File: src/rtl/mem_burst_reader.sv
// Burst reader: a small write-anytime memory plus an FSM that streams len consecutive
// words (wrapping) from base_addr over a valid/ready handshake, one word per two cycles.
module mem_burst_reader #(
   parameter int ADDR_W = 4,
   parameter int DW     = 8
) (
   input  logic              CLK,
   input  logic              RST,
   input  logic              wr_en,
   input  logic [ADDR_W-1:0] wr_addr,
   input  logic [DW-1:0]     wr_data,
   input  logic              start,
   input  logic [ADDR_W-1:0] base_addr,
   input  logic [ADDR_W:0]   len,
   output logic [DW-1:0]     out_data,
   output logic              out_valid,
   input  logic              out_ready,
   output logic              busy,
   output logic              done
);

   localparam int DEPTH = 1 << ADDR_W;
   localparam logic [ADDR_W:0]   LEN_ONE  = (ADDR_W+1)'(1);
   localparam logic [ADDR_W-1:0] ADDR_ONE = ADDR_W'(1);

   typedef enum logic [1:0] {
      IDLE  = 2'd0,
      FETCH = 2'd1,
      SEND  = 2'd2,
      DONE  = 2'd3
   } state_t;

   state_t            state, state_n;
   logic [DW-1:0]     mem [DEPTH];
   logic [ADDR_W-1:0] addr, addr_n;
   logic [ADDR_W:0]   remaining, remaining_n;
   logic [DW-1:0]     out_data_n;
   logic              out_valid_n;
   logic              done_n;

   // Memory is never reset so its contents survive a mid-burst abort.
   always_ff @(posedge CLK) begin
      if (wr_en) begin
         mem[wr_addr] <= wr_data;
      end
   end

   always_ff @(posedge CLK) begin
      if (RST) begin
         state     <= IDLE;
         addr      <= '0;
         remaining <= '0;
         out_data  <= '0;
         out_valid <= 1'b0;
         done      <= 1'b0;
      end else begin
         state     <= state_n;
         addr      <= addr_n;
         remaining <= remaining_n;
         out_data  <= out_data_n;
         out_valid <= out_valid_n;
         done      <= done_n;
      end
   end

   // done is registered so it lines up with the DONE state, or with the idle cycle after a zero-length request.
   always_comb begin
      state_n     = state;
      addr_n      = addr;
      remaining_n = remaining;
      out_data_n  = out_data;
      out_valid_n = out_valid;
      done_n      = 1'b0;
      case (state)
         IDLE: begin
            if (start) begin
               if (len != '0) begin
                  addr_n      = base_addr;
                  remaining_n = len;
                  state_n     = FETCH;
               end else begin
                  done_n = 1'b1;
               end
            end
         end
         FETCH: begin
            out_data_n  = mem[addr];
            out_valid_n = 1'b1;
            state_n     = SEND;
         end
         SEND: begin
            if (out_ready) begin
               out_valid_n = 1'b0;
               remaining_n = remaining - LEN_ONE;
               if (remaining == LEN_ONE) begin
                  state_n = DONE;
                  done_n  = 1'b1;
               end else begin
                  addr_n  = addr + ADDR_ONE;
                  state_n = FETCH;
               end
            end
         end
         DONE: begin
            state_n = IDLE;
         end
         default: begin
            state_n = IDLE;
         end
      endcase
   end

   assign busy = (state == FETCH) || (state == SEND);

endmodule

File: config.mk
export PLATFORM = sky130hd
export DESIGN_NAME = mem_burst_reader
export DESIGN_NICKNAME = d
export VERILOG_FILES = /design/src/rtl/mem_burst_reader.sv
export SDC_FILE = /design/constraint.sdc
export NUM_CORES = 1
export LEC_CHECK = 0
export BUFFER_PORTS_ARGS = -buffer_cell sky130_fd_sc_hd__clkbuf_2
export CAP_MARGIN = 20
export CORE_MARGIN = 2
export CORE_UTILIZATION = 50
export DETAILED_ROUTE_END_ITERATION = 10
export GPL_TIMING_DRIVEN = 0
export PLACE_DENSITY = 0.73
export SLEW_MARGIN = 10
export SYNTH_ARGS = -nofsm -noshare
export SYNTH_HDL_FRONTEND = slang
export SYNTH_SLANG_ARGS = --single-unit
File: constraint.sdc
create_clock -name CLK -period 1.7 [get_ports CLK]
set_input_delay 0.17 -clock CLK [delete_from_list [all_inputs] [get_ports CLK]]
set_output_delay 0.17 -clock CLK [all_outputs]
set_load 0.03 [all_outputs]
-- Word-level counts from Yosys, hierarchy flattened
Memory sizes are Yosys's and may differ from the RTL's. A register that Yosys moved wholly into a read port is not among the register bits.
Index checks and enable logic that the tools add are counted.
- output and inout bits: 11
- RAM bits: 128
- logic and storage cells: 48
- input bits: 26
- memories: 1
- register bits after elaboration: 13
- memories (name ; depth ; width ; read ports ; clocked after memory_dff ; write ports ; line ; text):
    mem ; 16 ; 8 ; 1 ; 1 ; 1 ; 34 ; logic [DW-1:0] mem [DEPTH];
- equal/unequal tests: 8
- multiplexer cells: 23
- reductions and logical operators: 9
- $add $sub $neg: 2
- operators by type and width (operator ; number):
    two-way mux 4 bit ; 4
    two-way mux 5 bit ; 3
    one-hot mux 5 bit (2 select lines) ; 1
    two-way mux 2 bit ; 4
    != test 2 bit, second input constant ; 4
    one-hot mux 2 bit (4 select lines) ; 1
    one-hot mux 4 bit (2 select lines) ; 1
    two-way mux 1 bit ; 7
    == test 5 x 1 -> 1 bit, second input constant ; 1
    AND reduction 5 bit ; 1
    nonzero test 5 bit ; 1
    subtractor 5 x 1 -> 5 bit, second input constant ; 1
    adder 4 x 1 -> 4 bit, second input constant ; 1
    == test 2 bit, second input constant ; 2
    one-hot mux 1 bit (2 select lines) ; 2
    AND reduction 4 bit ; 1
    nonzero test 2 bit ; 2
    AND reduction 3 bit ; 1
    == test 2 x 1 -> 1 bit, second input constant ; 1
    zero test 2 bit ; 1
    AND reduction 2 bit ; 1
    logical OR 1 bit ; 1

-- Logic depth before layout (Yosys ltp)
Gate-level depths: netlist (run 1).
- depth in word-level cells: 4
- mapped depth: 8

-- Least setup slack after synthesis (run 1)
OpenSTA, ideal clock, no wires.
- path type: input to register
- from: in wr_addr[2]
- to: mem mem[0][0], enable pin
- arrival: 1.280 ns
- library setup time: 0.383 ns
- data required time: 1.317 ns
- stages: 2
- setup slack: 0.037 ns
- path through: or3b_2 > nor3_1
- RTL lines (item ; line ; text):
    start, declared ; 10 ; input logic [ADDR_W-1:0] wr_addr,
    end, declared ; 34 ;
No word-level cell before the write port.

==> qor.yml, run 1 <==
grt_overflow: 0
start_util: 0.512
synth-simple-area-share: 0.0768
dp_hpwl_um: 8630
rsz0062_at_grt: "true"
dieArea_sq_mm: 0.0131
place_congestion: 0.825
final_cell_mix: "edfxtp_1 (128), clkbuf_2 (36), nor2_1 (18), dfxtp_1 (18), clkbuf_16 (18)"
finalClockSkew_ns: 0.00534
vias: 3686
routedWlPerCell_um: 22.8
grt_pass1_vias: 3650
post-route-util: 0.623
slew_headroom: 0.444
leakage_nw: 2.47
critical_path_class: "reg -> reg"
die_w_um: 115
clkTransAtPathRegs_ns: 0.06
period_minus_slack_ns: 1.72
cell_internal_pwr_mw: 7.93
whs_endpoint: "remaining[0]"
final_common_cell: "edfxtp_1"
p_seq_frac: 0.389
worstReg2RegStart: "addr[1]"
cp_common_cell: "nand2_2"
max_freq_mhz: 581
multi_input_area_sq_mm: 0.00199
antenna_left: 0
synth_fa_ha_area_frac: 0.0143
powerDensity_mw_per_mm2: 1540
synth_mux_area_frac: 0.105
hold_viol_final: 0
p_comb_frac: 0.287
syn_avg_cell_area_sq_um: 16.0
drive_above_1_share: 0.383
cp_max_fo: 6
core_sq_mm: 0.0120
die_h_um: 115
synth_compound_area_frac: 0.0873
avgViaCountPerCell: 6.18
r2r-end: "out_data[0]"
fin_nets: 471
grt_max_degree: 17
syn2layout_area_growth_pct: 21.7
synth_area_sq_mm: 0.00612
grt_pass1_wl_um: 20600
place_ws_ns: -0.384
synth_top_family_by_area: "multiplexers"
clock-sinks: 149
violations: "negative setup slack"
peakVddDrop_mv: 1.24
cap_viol_max_count: 0
hold_class: "in -> reg"
ff_latch_area_sq_mm: 0.00427
io_buffers: 35
drtIter0Drc: 337
synth_cells: 383
clockBufferDepth: 2
cts_tree: "built"
clk_latency_ns: 0.42
cts_buffers: 17
synth_xor_area_frac: 0
fin_ws_ns: -0.0211
root_buffer: "clkbuf_16"
ys_seq_area_frac: 0.697
synth_warnings: 0
cts_max_level: 4
slew_viol_final: 0
antenna_found_initial: 0
drcViolationCount: 0
rows: 40
worstSetupEndpointType: "flip-flop"
finalSetupViolations: 3
crit_slowest_cell: "mux4_2"
r2r_slack_ns: -0.02
worstMarginPinSlew_ns: 0.829
r2r_cells: 5
drt-pass1-iter-count: 5
status: "finished, violations left"
crit_required_ns: 2.00
diodes: 0
tns_ns: -0.0291
wirelength_um: 13600
crit_chain: "buf_12 -> mux4_2 -> nand2_2 -> nand2_2 -> a221o_1"
hold_buffers: 0
clkPwrFrac: 0.324
fin_cells: 596
switching_share: 0.309
ys_types: 48
worst_path_largest_cell_delay_ns: 0.54
min_period_over_period: 1.01
start_kind: "flip-flop"
hold_start: "len[0]"
synth_seq_cells: 149
whs_path_depth: 3
fill_cells: 836
ios: 37
power_mw: 11.5
dp_cells: 567
p_sw_mw: 3.55
grt_usage: 0.219
cp.arrival_ns: 2.02
synth_nets: 416
-- area by class of cell --
class                   count  share of cell area
plain buffers              14              0.0215
flip-flops and latches    149               0.573
multi-input cells         209               0.268
clock buffers              18              0.0576
clock inverters            12              0.0207
well taps                 147              0.0247
repair buffers             40              0.0306
inverters                   7             0.00420
-- worst max-delay path by stage --
stage,end,start
5_1_grt,out_data[0],addr[1]
2_1_floorplan,mem[0][0],wr_addr[2]
3_5_place_dp,out_data[6],addr[2]
3_3_place_gp,mem[0][6],wr_addr[2]
4_1_cts,out_data[0],addr[1]
6_report,out_data[0],addr[1]
-- cell usage after synthesis, drive strengths merged --
library cell,instances,area share
nand2,30,0.018
nand2b,8,0.0082
and2,2,0.0020
a221oi,1,0.0025
mux2,16,0.029
a32o,2,0.0033
a311oi,2,0.0049
o2111ai,2,0.0029
nor4b,1,0.0014
or2,1,0.0010
a31oi,2,0.0020
dfxtp,21,0.069
o21ai,2,0.0016
a2111oi,8,0.011
a221o,8,0.013
inv,5,0.0031
nand3,7,0.0057
nor2,22,0.014
clkbuf,6,0.0037
nor2b,10,0.010
nor4,1,0.0010
or4,1,0.0018
o211a,1,0.0029
mux2i,10,0.016
a21oi,7,0.0057
o31ai,4,0.0049
a22o,1,0.0014
a211oi,10,0.012
nor3,6,0.0049
mux4,16,0.059
buf,12,0.012
nand3b,2,0.0025
o2bb2ai,1,0.0014
a22oi,2,0.0025
edfxtp,128,0.63
o22ai,8,0.0082
or3b,1,0.0014
nand4,3,0.0031
o41ai,2,0.0029
o211ai,1,0.0035
clkinv,2,0.0012
nor3b,1,0.0012
ha,7,0.014
-- registers in the layout, summed over array words and instances, names as in the netlist --
name	flops
out_valid	1
mem	128
state	2
done	1
remaining	5
addr	4
out_data	8
-- critical path, delay by kind of cell, from the launching register on --
kind / cells / cell delay [ns]
muxes: 1 / 0.54
buffers and inverters: 1 / 0.14
DFF: 1 / 0.43
AOI/OAI and AO/OA: 1 / 0.30
and+or+nand+nor: 2 / 0.18
-- per-stage QoR --
| step | area, sq um | hold WS, ns |
|---|---|---|
| after floorplan | 6120 | 0.269 |
| after global placement | 6480 | 0.480 |
| after detailed placement | 6500 | 0.472 |
| after CTS | 7230 | 0.0640 |
| after global routing | 7450 | 0.100 |
| final | 7450 | 0.0856 |
-- power groups by stage --
stage	clock, mW	sequential (mW)	combinational [mW]
2_1_floorplan	0	4.56	1.78
3_3_place_gp	0	4.45	2.63
3_5_place_dp	0	4.46	2.68
4_1_cts	3.75	4.41	2.94
5_1_grt	3.93	4.48	3.50
6_report	3.72	4.46	3.29
-- layer usage --
| metal | vias to the layer above | share of wire | GRT usage |
|---|---|---|---|
| li1 | 1640 | - | - |
| met1 | 1846 | 0.41 | 0.292 |
| met2 | 175 | 0.49 | 0.345 |
| met3 | 25 | 0.073 | 0.0609 |
| met4 | 0 | 0.027 | 0.0862 |
| met5 | - | 0 | 0 |
-- cells by family after synthesis --
logic type	after synthesis
mux	42
buf+inv	25
fa+ha+maj	7
flops	149
compound gates	64
simple gates	96
-- what timing repair did --
item / in CTS / in global routing
pin swaps: 1 / 4
setup endpoints to repair: 21 / 20
hold endpoints to repair: 0 / 0
setup buffers: 1 / 1
gates cloned: 0 / 1
resized for setup: 40 / 47
Note: power is estimated with default switching activity, not from simulation.
==> run 2, diff against run 1 <==
--- a/config.mk
+++ b/config.mk
@@ -7,6 +7,7 @@
 export LEC_CHECK = 0
 export BUFFER_PORTS_ARGS = -buffer_cell sky130_fd_sc_hd__clkbuf_2
 export CAP_MARGIN = 20
+export CORE_ASPECT_RATIO = 1.2
 export CORE_MARGIN = 2
 export CORE_UTILIZATION = 50
 export DETAILED_ROUTE_END_ITERATION = 10
==> qor.yml, run 2 (synthesis gave the netlist of run 1 again) <==
vias: 3669
place_ws_ns: -0.616
cp.arrival_ns: 2.08
critical_path_class: "reg -> reg"
grt.busiest_layer: "met2"
final_common_cell: "edfxtp_1"
start_kind: "flip-flop"
hold_viol_final: 0
use_met1: 0.279
top_register: "mem"
worstSetupEndpointType: "flip-flop"
switching_share: 0.324
cp_max_fo: 8
dp_cells: 581
final_cell_mix: "edfxtp_1 (128), clkbuf_2 (37), nand2_1 (25)"
powerDensity_mw_per_mm2: 1510
grt_overflow: 0
grt_max_degree: 17
drive_above_1_share: 0.394
period_minus_slack_ns: 1.71
cts_max_level: 4
multi_input_area_sq_mm: 0.00211
max_freq_mhz: 585
cts_buffers: 17
finalSetupViolations: 4
crit_required_ns: 2.07
core_sq_mm: 0.0120
io_buffers: 35
post-route-util: 0.631
hold_class: "in -> reg"
power_mw: 11.4
fill_cells: 861
dp_hpwl_um: 8360
die_h_um: 125
start_util: 0.510
finalClockSkew_ns: 0.00759
dieArea_sq_mm: 0.0131
p_comb_frac: 0.300
cts_tree: "built"
gr-usage-met2: 0.353
grt_pass1_wl_um: 21000
slew_headroom: 0.444
clkTransAtPathRegs_ns: 0.06
violations: "negative setup slack"
cell_internal_pwr_mw: 7.72
p_sw_mw: 3.71
cap_viol_max_count: 0
slew_viol_final: 0
use_met3: 0.0542
die_w_um: 105
ff_latch_area_sq_mm: 0.00427
status: "finished, violations left"
drtIter0Drc: 329
fin_ws_ns: -0.00869
drt-pass1-iter-count: 5
clock-sinks: 149
drcViolationCount: 0
wirelength_um: 13800
tns_ns: -0.0212
antenna_found_initial: 0
clkPwrFrac: 0.309
clockBufferDepth: 2
r2r_slack_ns: -0.009
ios: 37
largest_reg_flops: 128
routedWlPerCell_um: 22.4
min_period_over_period: 1.01
place_congestion: 0.880
grt_pass1_vias: 3635
p_seq_frac: 0.392
leakage_nw: 2.48
avgViaCountPerCell: 5.97
root_buffer: "clkbuf_16"
worstMarginPinSlew_ns: 0.832
fin_cells: 615
rsz0062_at_grt: "true"
largestRegisters: "mem (128), out_data (8), remaining (5)"
clk_latency_ns: 0.42
syn2layout_area_growth_pct: 23.6
diodes: 0
grt_usage: 0.216
antenna_left: 0
rows: 44
fin_nets: 474
peakVddDrop_mv: 0.750
run 2: path summary, 6_finish.rpt:
kind / from / end / cells past startpoint
worst min register to register: out_data[4] / out_data[4] / 1
worst max-delay path: state[1] / out_data[3] / 5
worst min-delay path: start / done / 3
worst max register to register: state[1] / out_data[3] / 5
run 2: metal layers:
| layer | routed length [um] | vias to the layer above |
|---|---|---|
| li1 | - | 1658 |
| met1 | 5480 | 1827 |
| met2 | 7080 | 161 |
| met3 | 841 | 23 |
| met4 | 354 | 0 |
| met5 | 0 | - |
run 2: per-stage QoR:
step,hold slack [ns],instance area [sq um]
6_report,0.0735,7570
5_1_grt,0.0841,7570
4_1_cts,0.0612,7330
3_5_place_dp,0.484,6520
3_3_place_gp,0.479,6500
2_1_floorplan,0.269,6120
run 2: what timing repair did:
action                     4_1_cts  5_1_grt
resized for setup               60       35
pin swaps                        3        8
setup buffers                    1        2
setup endpoints to repair       21       18
gates cloned                     0        3
hold buffers                     0        0
run 2: area by class of cell:
type	instances	share of cell area
plain buffers	14	0.0190
clock buffers	18	0.0567
clock inverters	14	0.0164
inverters	7	0.00413
multi-input cells	210	0.278
flip-flops and latches	149	0.564
well taps	161	0.0266
repair buffers	42	0.0344
run 2: critical path, stage by stage, from the launching register on:
cell	delay (ns)
dfxtp_2	0.35
inv_1	0.15
ha_2	0.27
nand3_4	0.22
a2111oi_2	0.49
a221o_1	0.17
run 2: power groups by stage:
stage / Combinational, mW / Sequential, mW / Clock, mW
floorplan: 1.78 / 4.56 / 0
global placement: 2.55 / 4.44 / 0
detailed placement: 2.62 / 4.46 / 0
CTS: 2.96 / 4.41 / 3.56
global route: 3.64 / 4.50 / 3.72
finish: 3.42 / 4.47 / 3.53
